`config.mk`:
```
export PLATFORM = sky130hd
export DESIGN_NAME = serial_addsub_flat
export DESIGN_NICKNAME = d
export VERILOG_FILES = /design/src/rtl/serial_addsub_if.sv /design/src/rtl/serial_addsub.sv /design/src/flat_wrapper.sv
export SDC_FILE = /design/constraint.sdc
export NUM_CORES = 1
export LEC_CHECK = 0
export BUFFER_PORTS_ARGS = -buffer_cell sky130_fd_sc_hd__buf_2
export CORE_MARGIN = 1
export CORE_UTILIZATION = 54
export CTS_CLUSTER_DIAMETER = 100
export DETAILED_ROUTE_END_ITERATION = 10
export GPL_TIMING_DRIVEN = 0
export PLACE_DENSITY = 0.8
export SYNTH_ARGS = -nofsm -noshare
export SYNTH_HDL_FRONTEND = slang
export SYNTH_SLANG_ARGS = --single-unit
```
`constraint.sdc`:
```
create_clock -name clk -period 2.92 [get_ports clk]
set_input_delay 0.438 -clock clk [delete_from_list [all_inputs] [get_ports clk]]
set_output_delay 0.438 -clock clk [all_outputs]
set_load 0.02 [all_outputs]
```
`src/rtl/serial_addsub_if.sv`:
```
// Handshake and operand/result bundle for serial_addsub; slave is the adder's view.
interface serial_addsub_if #(
    parameter int unsigned WIDTH = 32
);
    logic             in_valid;
    logic             in_ready;
    logic [WIDTH-1:0] a;
    logic [WIDTH-1:0] b;
    logic             sub;
    logic             out_valid;
    logic             out_ready;
    logic [WIDTH-1:0] y;
    logic             carry_out;
    logic             overflow;
    logic             zero;

    modport master (
        output in_valid, a, b, sub, out_ready,
        input  in_ready, out_valid, y, carry_out, overflow, zero
    );

    modport slave (
        input  in_valid, a, b, sub, out_ready,
        output in_ready, out_valid, y, carry_out, overflow, zero
    );
endinterface

```
`src/rtl/serial_addsub.sv`:
```
// Digit-serial two's-complement adder/subtractor: DIGIT bits per cycle, LSB first,
// with a valid/ready operand port and a held result port.
module serial_addsub #(
    parameter int unsigned WIDTH = 32,
    parameter int unsigned DIGIT = 8
) (
    input logic           clk,
    input logic           rst,
    serial_addsub_if.slave bus
);
    localparam int unsigned DSAFE = (DIGIT < 1) ? 1 : DIGIT;
    localparam int unsigned N     = WIDTH / DSAFE;
    localparam int unsigned KW    = (N > 1) ? $clog2(N) : 1;

    generate
        if ((DIGIT < 1) || ((WIDTH % DSAFE) != 0)) begin : g_bad_params
            $error("serial_addsub: DIGIT must be >= 1 and divide WIDTH");
        end
    endgenerate

    typedef enum logic [1:0] {IDLE, RUN, DONE} state_e;

    state_e           state_q, state_d;
    logic [WIDTH-1:0] a_q, a_d, b_q, b_d, y_q, y_d;
    logic             a_msb_q, a_msb_d, b_msb_q, b_msb_d;
    logic             carry_q, carry_d;
    logic [KW-1:0]    k_q, k_d;
    logic             in_ready_q, in_ready_d, out_valid_q, out_valid_d;
    logic             cout_q, cout_d, ovf_q, ovf_d, zero_q, zero_d;
    logic [DIGIT:0]   sum;

    // Operands shift right each RUN cycle so the live digit is always in the low
    // bits; result digits enter y from the top. Operand MSBs are kept for overflow.
    always_comb begin
        state_d  = state_q;
        a_d      = a_q;
        b_d      = b_q;
        y_d      = y_q;
        a_msb_d  = a_msb_q;
        b_msb_d  = b_msb_q;
        carry_d  = carry_q;
        k_d      = k_q;
        cout_d   = cout_q;
        ovf_d    = ovf_q;
        zero_d   = zero_q;
        sum      = {1'b0, a_q[DIGIT-1:0]} + {1'b0, b_q[DIGIT-1:0]} + {{DIGIT{1'b0}}, carry_q};

        case (state_q)
            IDLE: begin
                if (bus.in_valid && in_ready_q) begin
                    a_d     = bus.a;
                    b_d     = bus.sub ? ~bus.b : bus.b;
                    a_msb_d = bus.a[WIDTH-1];
                    b_msb_d = bus.sub ? ~bus.b[WIDTH-1] : bus.b[WIDTH-1];
                    carry_d = bus.sub;
                    k_d     = '0;
                    state_d = RUN;
                end
            end
            RUN: begin
                a_d     = a_q >> DIGIT;
                b_d     = b_q >> DIGIT;
                y_d     = (y_q >> DIGIT) | (WIDTH'(sum[DIGIT-1:0]) << (WIDTH - DIGIT));
                carry_d = sum[DIGIT];
                k_d     = k_q + KW'(1);
                if (k_q == KW'(N - 1)) begin
                    state_d = DONE;
                    cout_d  = sum[DIGIT];
                    zero_d  = ~|y_d;
                    ovf_d   = (a_msb_q == b_msb_q) & (y_d[WIDTH-1] != a_msb_q);
                end
            end
            DONE: begin
                if (bus.out_ready) state_d = IDLE;
            end
            default: state_d = IDLE;
        endcase

        in_ready_d  = (state_d == IDLE);
        out_valid_d = (state_d == DONE);
    end

    always_ff @(posedge clk) begin
        if (rst) begin
            state_q     <= IDLE;
            a_q         <= '0;
            b_q         <= '0;
            y_q         <= '0;
            a_msb_q     <= 1'b0;
            b_msb_q     <= 1'b0;
            carry_q     <= 1'b0;
            k_q         <= '0;
            in_ready_q  <= 1'b1;
            out_valid_q <= 1'b0;
            cout_q      <= 1'b0;
            ovf_q       <= 1'b0;
            zero_q      <= 1'b0;
        end else begin
            state_q     <= state_d;
            a_q         <= a_d;
            b_q         <= b_d;
            y_q         <= y_d;
            a_msb_q     <= a_msb_d;
            b_msb_q     <= b_msb_d;
            carry_q     <= carry_d;
            k_q         <= k_d;
            in_ready_q  <= in_ready_d;
            out_valid_q <= out_valid_d;
            cout_q      <= cout_d;
            ovf_q       <= ovf_d;
            zero_q      <= zero_d;
        end
    end

    assign bus.in_ready  = in_ready_q;
    assign bus.out_valid = out_valid_q;
    assign bus.y         = y_q;
    assign bus.carry_out = cout_q;
    assign bus.overflow  = ovf_q;
    assign bus.zero      = zero_q;
endmodule
```
`src/flat_wrapper.sv`:
```
// flat-port wrapper written by rule: the top's interface ports become plain ports
module serial_addsub_flat 
#(
    parameter int unsigned WIDTH = 32,
    parameter int unsigned DIGIT = 8
)
  (clk, rst, bus_in_valid, bus_a, bus_b, bus_sub, bus_out_ready, bus_in_ready, bus_out_valid, bus_y, bus_carry_out, bus_overflow, bus_zero);
  serial_addsub_if #(.WIDTH(WIDTH)) bus_i ();
  input logic clk;
  input logic rst;
  input wire logic [$bits(bus_i.in_valid)-1:0] bus_in_valid;
  input wire logic [$bits(bus_i.a)-1:0] bus_a;
  input wire logic [$bits(bus_i.b)-1:0] bus_b;
  input wire logic [$bits(bus_i.sub)-1:0] bus_sub;
  input wire logic [$bits(bus_i.out_ready)-1:0] bus_out_ready;
  output wire logic [$bits(bus_i.in_ready)-1:0] bus_in_ready;
  output wire logic [$bits(bus_i.out_valid)-1:0] bus_out_valid;
  output wire logic [$bits(bus_i.y)-1:0] bus_y;
  output wire logic [$bits(bus_i.carry_out)-1:0] bus_carry_out;
  output wire logic [$bits(bus_i.overflow)-1:0] bus_overflow;
  output wire logic [$bits(bus_i.zero)-1:0] bus_zero;
  assign bus_i.in_valid = bus_in_valid;
  assign bus_i.a = bus_a;
  assign bus_i.b = bus_b;
  assign bus_i.sub = bus_sub;
  assign bus_i.out_ready = bus_out_ready;
  assign bus_in_ready = bus_i.in_ready;
  assign bus_out_valid = bus_i.out_valid;
  assign bus_y = bus_i.y;
  assign bus_carry_out = bus_i.carry_out;
  assign bus_overflow = bus_i.overflow;
  assign bus_zero = bus_i.zero;
  serial_addsub #(.WIDTH(WIDTH), .DIGIT(DIGIT)) u_core (.clk(clk), .rst(rst), .bus(bus_i));
endmodule
```
# After elaboration in Yosys (flattened, before gate mapping)
# Cells that the tools add are included.
dict set report word_totals {
  ff_bits 108
  latchBits 0
  mem_bits_rw 0
  rom_bits 0
  input_bits 69
  out_inout_bits 37
  word_cells 50
  n_memories 0
}
dict set report op_classes {
  addsub 3
  multipliers 0
  div_mod_pow 0
  magnitude_cmp 0
  eq_ne 7
  shifts 0
  mux 14
  bitwise 4
  reduce_logical 9
}
# cell n
set op_table {}
lappend op_table {{case mux 32 bit (2 select lines)} 2}
lappend op_table {{two-way mux 32 bit} 3}
lappend op_table {{NOT 32 bit} 1}
lappend op_table {{bitwise OR 24 x 32 -> 32 bit} 1}
lappend op_table {{OR reduction 32 bit} 1}
lappend op_table {{adder 8 x 8 -> 9 bit} 1}
lappend op_table {{adder 9 x 1 -> 9 bit} 1}
lappend op_table {{two-way mux 2 bit} 4}
lappend op_table {{== test 2 bit (second input constant)} 3}
lappend op_table {{case mux 2 bit (3 select lines)} 1}
lappend op_table {{AND reduction 2 bit} 3}
lappend op_table {{logical NOT 2 bit} 2}
lappend op_table {{case mux 2 bit (2 select lines)} 1}
lappend op_table {{adder 2 x 1 -> 2 bit (second input constant)} 1}
lappend op_table {{== test 2 x 1 -> 1 bit (second input constant)} 1}
lappend op_table {{two-way mux 1 bit} 2}
lappend op_table {{inequality test 2 x 1 -> 1 bit (second input constant)} 1}
lappend op_table {{case mux 1 bit (2 select lines)} 1}
lappend op_table {{nonzero test 2 bit} 1}
lappend op_table {{bitwise AND 1 bit} 1}
lappend op_table {{== test 1 bit} 1}
lappend op_table {{logical AND 1 bit} 1}
lappend op_table {{logical NOT 1 bit} 1}
lappend op_table {{inequality test 1 bit} 1}
lappend op_table {{NOT 1 bit} 1}

# Depth between registers and ports, before layout
dict set report depth {
  depth_word 5
  depth_mapped 8
  ltp_nobuf 8
}

# Worst setup path after synthesis
# OpenSTA, ideal clock, no wires.
dict set report synth_timing {
  path_kind {register to register}
  startpoint {register u_core.carry_q}
  endpoint {register u_core.zero_q (netlist: u_core.bus.zero)}
  setup_ns 0.061
  t_arrival_ns 2.394
  required_time_ns 2.859
  path_slack_ns 0.465
  stages_incl_launch_ff 8
  path_buffers 0
  cell_sequence {dfxtp_1 fa_1 fa_1 nor4_1 nand4_1 or4_1 nor4_1 a32o_1}
}
dict set report synth_via {
  elab_chain_len 4
}
# item line_no
set synth_lines {}
lappend synth_lines {{start: declaration} serial_addsub.sv:26} ;# logic carry_q, carry_d;
lappend synth_lines {{start signal: assignment} serial_addsub.sv:105} ;# carry_q <= carry_d;
lappend synth_lines {{adder 9 x 1 -> 9 bit} serial_addsub.sv:46} ;# sum = {1'b0, a_q[DIGIT-1:0]} + {1'b0, b_q[DIGIT-1:0]} + {{DIGIT{1'b0}}, carry_q};
lappend synth_lines {{net u_core.sum[1]} serial_addsub.sv:30} ;# logic [DIGIT:0] sum;
lappend synth_lines {{bitwise OR 24 x 32 -> 32 bit} serial_addsub.sv:63} ;# y_d = (y_q >> DIGIT) | (WIDTH'(sum[DIGIT-1:0]) << (WIDTH - DIGIT));
lappend synth_lines {{OR reduction 32 bit} serial_addsub.sv:69} ;# zero_d = ~|y_d;
lappend synth_lines {{logical NOT 1 bit} serial_addsub.sv:69}
lappend synth_lines {{end signal: assignment} serial_addsub.sv:111} ;# zero_q <= zero_d;
lappend synth_lines {{end: declaration} serial_addsub.sv:29} ;# logic cout_q, cout_d, ovf_q, ovf_d, zero_q, zero_d;
# The timed path passes the listed nets, and every way through them passes these cells.
# A chain may end at the register's enable or synchronous reset.

# Worst setup path after layout
# Same ends and word-level chain as after synthesis.

==> results.py <==
metrics = {
    "yosys": {
        "synth_top_area_cell": "dfxtp_1",
        "ys_warn_count": 0,
        "yosys.area.top_type_share_pct": 45.4,
        "synth_area_leaders": "dfxtp_1, nand2_1, a21oi_1",
        "seq_area_frac_synth_pct": 45.4,
        "syn_area_um2": 4760,
        "ys_async_sr_fraction_pct": 0,
        "synth_edf_count": 0,
        "postSynthAreaPerCell_um2": 8.02,
        "ys_ff_latch": 108,
        "synthFlopType": "dfxtp_1",
        "synthDistinctLibCells": 37,
        "synth_nets": 673,
        "syn_inst": 594,
    },
    "floorplanning": {
        "coreArea_um2": 8380,
        "pin_count": 106,
        "rows": 33,
        "dieArea_um2": 9200,
        "die_h_um": 95.9,
        "die_x_um": 95.9,
        "floorplan.initialDensity_pct": 56.8,
    },
    "worst_setup_path": {
        "r2r_cells": 7,
        "crit_path_cell_trace": "fa_2 > fa_1 > nor4_2 > nand4_1 > or4_1 > nor4_4 > a32o_1",
        "crit_cells": 7,
        "cpMaxStageDelayCell": "or4_1",
        "crit_arrival_ps": 3060,
        "cp_top_family": "simple AND/OR/NAND/NOR gates",
        "crit_fanout": 2,
        "crit_path_end_kind": "flip-flop",
        "critical_path_class": "reg -> reg",
        "cp_slowest_stage_delay_ps": 590,
        "start_kind": "flip-flop",
        "critPathBufInv": 0,
        "cp.required_ps": 3240,
    },
    "global_routing": {
        "grtUsageTotal_pct": 29.0,
        "grt_pass1_wl_um": 20300,
        "grt.overflow.total": 0,
        "grt_pass1_vias": 4241,
        "grt_max_degree": 17,
        "antenna_found_initial": 0,
    },
    "layout": {
        "insertedDiodeCount": 0,
        "drive_above_1_share_pct": 18.9,
        "final_core_util_pct": 67.3,
        "finalNetCount": 787,
        "area_growth_pct": 18.4,
    },
    "routing": {
        "routed_wl_um": 13000,
        "drc": 0,
        "vias_per_cell": 5.70,
        "drt_iter0_markers": 289,
        "drtAntennaViolNets": 0,
        "wl_per_cell_um": 15.9,
        "dr.pass1.iters": 5,
        "vias": 4665,
    },
    "sta": {
        "rsz0062_at_grt": "no",
        "hold_violations": 0,
        "finalMaxSlewViolations": 0,
        "clock_skew_ps": 12.0,
        "min_period_ps": 2740,
        "finalCritPeriodShare_pct": 93.8,
        "slew_headroom_pct": 53.8,
        "timing.fmax_mhz": 365,
        "setup_viol": 0,
        "tightest_slew_ps": 694,
    },
    "clocking": {
        "clock_latency_ps": 370,
        "cts_buffers": 9,
        "cts_hold_buf": 0,
        "tritoncts": "done",
        "cts.reportedPaths.clkPinSlew_ps": 100,
        "cts_max_level": 3,
        "ctsLongestPathBuffers": 2,
        "cts-root-buf": "clkbuf_8",
        "cts.sinks": 108,
    },
    "pwr": {
        "seqPwrFrac_pct": 51.4,
        "pwr-share-comb_pct": 19.7,
        "powerDensity_nw_per_um2": 575,
        "internal-power_mw": 2.27,
        "ir_drop_uv": 301,
        "p_clk_share_pct": 28.9,
        "p_total_mw": 3.24,
        "switchingPower_mw": 0.970,
        "switching_share_pct": 29.9,
        "leakage_nw": 2.27,
    },
    "worst_hold_path": {
        "min_path_type": "in -> reg",
        "min_path_cells": 3,
    },
    "flow_run": {
        "maxCapViolations": 0,
    },
    "run_status": {
        "status": "completed",
    },
    "placement": {
        "place_congestion": 0.850,
        "dp_hpwl_um": 9700,
        "io_buffers": 103,
    },
}
==> through the flow <==
step                      std cells  area (um^2)  setup slack [ps]  setup TNS, ps  hold WS, ps
after floorplan                 594         4760               465              0          432
after global placement          802         5410              49.0              0          440
after detailed placement        802         5410             -10.5          -10.5          445
after CTS                       818         5620              50.0              0          313
after global routing            818         5640              48.5              0          320
final                           818         5640               181              0          320
==> layer usage <==
layer / vias to the layer above / track usage (%) / wire length, um
li1: 2273 / - / -
met1: 2161 / 37.1 / 5590
met2: 206 / 49.7 / 6250
met3: 25 / 3.71 / 869
met4: 0 / 11.3 / 297
met5: - / 0 / 0
==> placed cells by master, fill, tap and decap left out, types with 3 or more instances in the layout <==
cell	instances
a2111oi_0	4
nor2_1	54
xnor2_1	25
buf_2	112
a21oi_1	57
inv_1	3
a211oi_1	6
o21ai_0	5
dfxtp_1	108
clkbuf_1	38
o211ai_1	18
nand2_1	163
nand3_1	11
clkbuf_8	11
nor4_1	5
a311oi_1	24
a22oi_1	12
ha_1	8
buf_1	4
a31oi_1	7
xor2_1	12
==> registers in the layout, summed over array words and instances (netlist names) <==
signal,flops
u_core.a_q,32
u_core.a_msb_q,1
u_core.bus.zero,1
u_core.state_q,2
u_core.b_q,32
u_core.carry_q,1
u_core.b_msb_q,1
u_core.bus.overflow,1
u_core.bus.out_valid,1
u_core.bus.y,32
u_core.bus.carry_out,1
u_core.bus.in_ready,1
u_core.k_q,2
==> timing repair <==
| item | CTS | global route |
|---|---|---|
| pin swaps | 0 | 0 |
| gates resized for setup | 1 | 3 |
| setup endpoints to repair | 1 | 1 |
| setup buffers | 0 | 0 |
==> cell families (layout without fill, tap and decap cells) <==
group,count (synthesis),after routing,synth area share [%]
AOI/OAI and AO/OA,142,142,20.0
xor gates and xnor gates,37,37,6.80
adders and majority gates,10,10,2.94
buffers and inverters,52,171,4.33
DFF,108,108,45.4
and+or+nand+nor,245,245,20.6
==> power groups by stage <==
stage | registers, mW | clock network, mW | logic [mW]
floorplan | 1.69 | 0 | 0.416
global placement | 1.69 | 0 | 0.596
detailed placement | 1.69 | 0 | 0.617
CTS | 1.66 | 0.940 | 0.624
global route | 1.68 | 1.00 | 0.703
finish | 1.66 | 0.937 | 0.638
==> synthesized netlist by cell type, types with 3 or more instances <==
cell and n:
o211ai_1 18, nand3_1 11, a31oi_1 7, a311oi_1 24, buf_2 9, dfxtp_1 108
clkbuf_1 36, inv_1 3, o21ai_0 5, buf_1 4, ha_1 8, xor2_1 12
nor2_1 54, a21oi_1 57, a22oi_1 12, nand2_1 163, nor4_1 7, a211oi_1 6
xnor2_1 25, a2111oi_0 4
==> final timing paths <==
path / start / endpoint / slack, ps
max: u_core.carry_q / u_core.bus.zero / 180
min: bus_a[29] / u_core.a_q[29] / 320
max reg2reg: u_core.carry_q / u_core.bus.zero / 180
min reg2reg: u_core.bus.y[7] / u_core.bus.y[7] / 460
==> worst reg2reg max path, stage by stage (launching register included) <==
cell,delay [ps]
dfxtp_1,350
fa_2,450
fa_1,540
nor4_2,240
nand4_1,150
or4_1,590
nor4_4,210
a32o_1,160
==> cell type report <==
type                            instances  area [um^2]
Buffer                                 49          195
Clock buffer                           13          159
Clock inverter                          3         45.0
Fill cell                             713         2740
Inverter                                3         11.3
Multi-Input combinational cell        434         2420
Sequential cell                       108         2160
Tap cell                              105          131
Timing Repair Buffer                  103          515
Power figures use the tool's default switching activity.
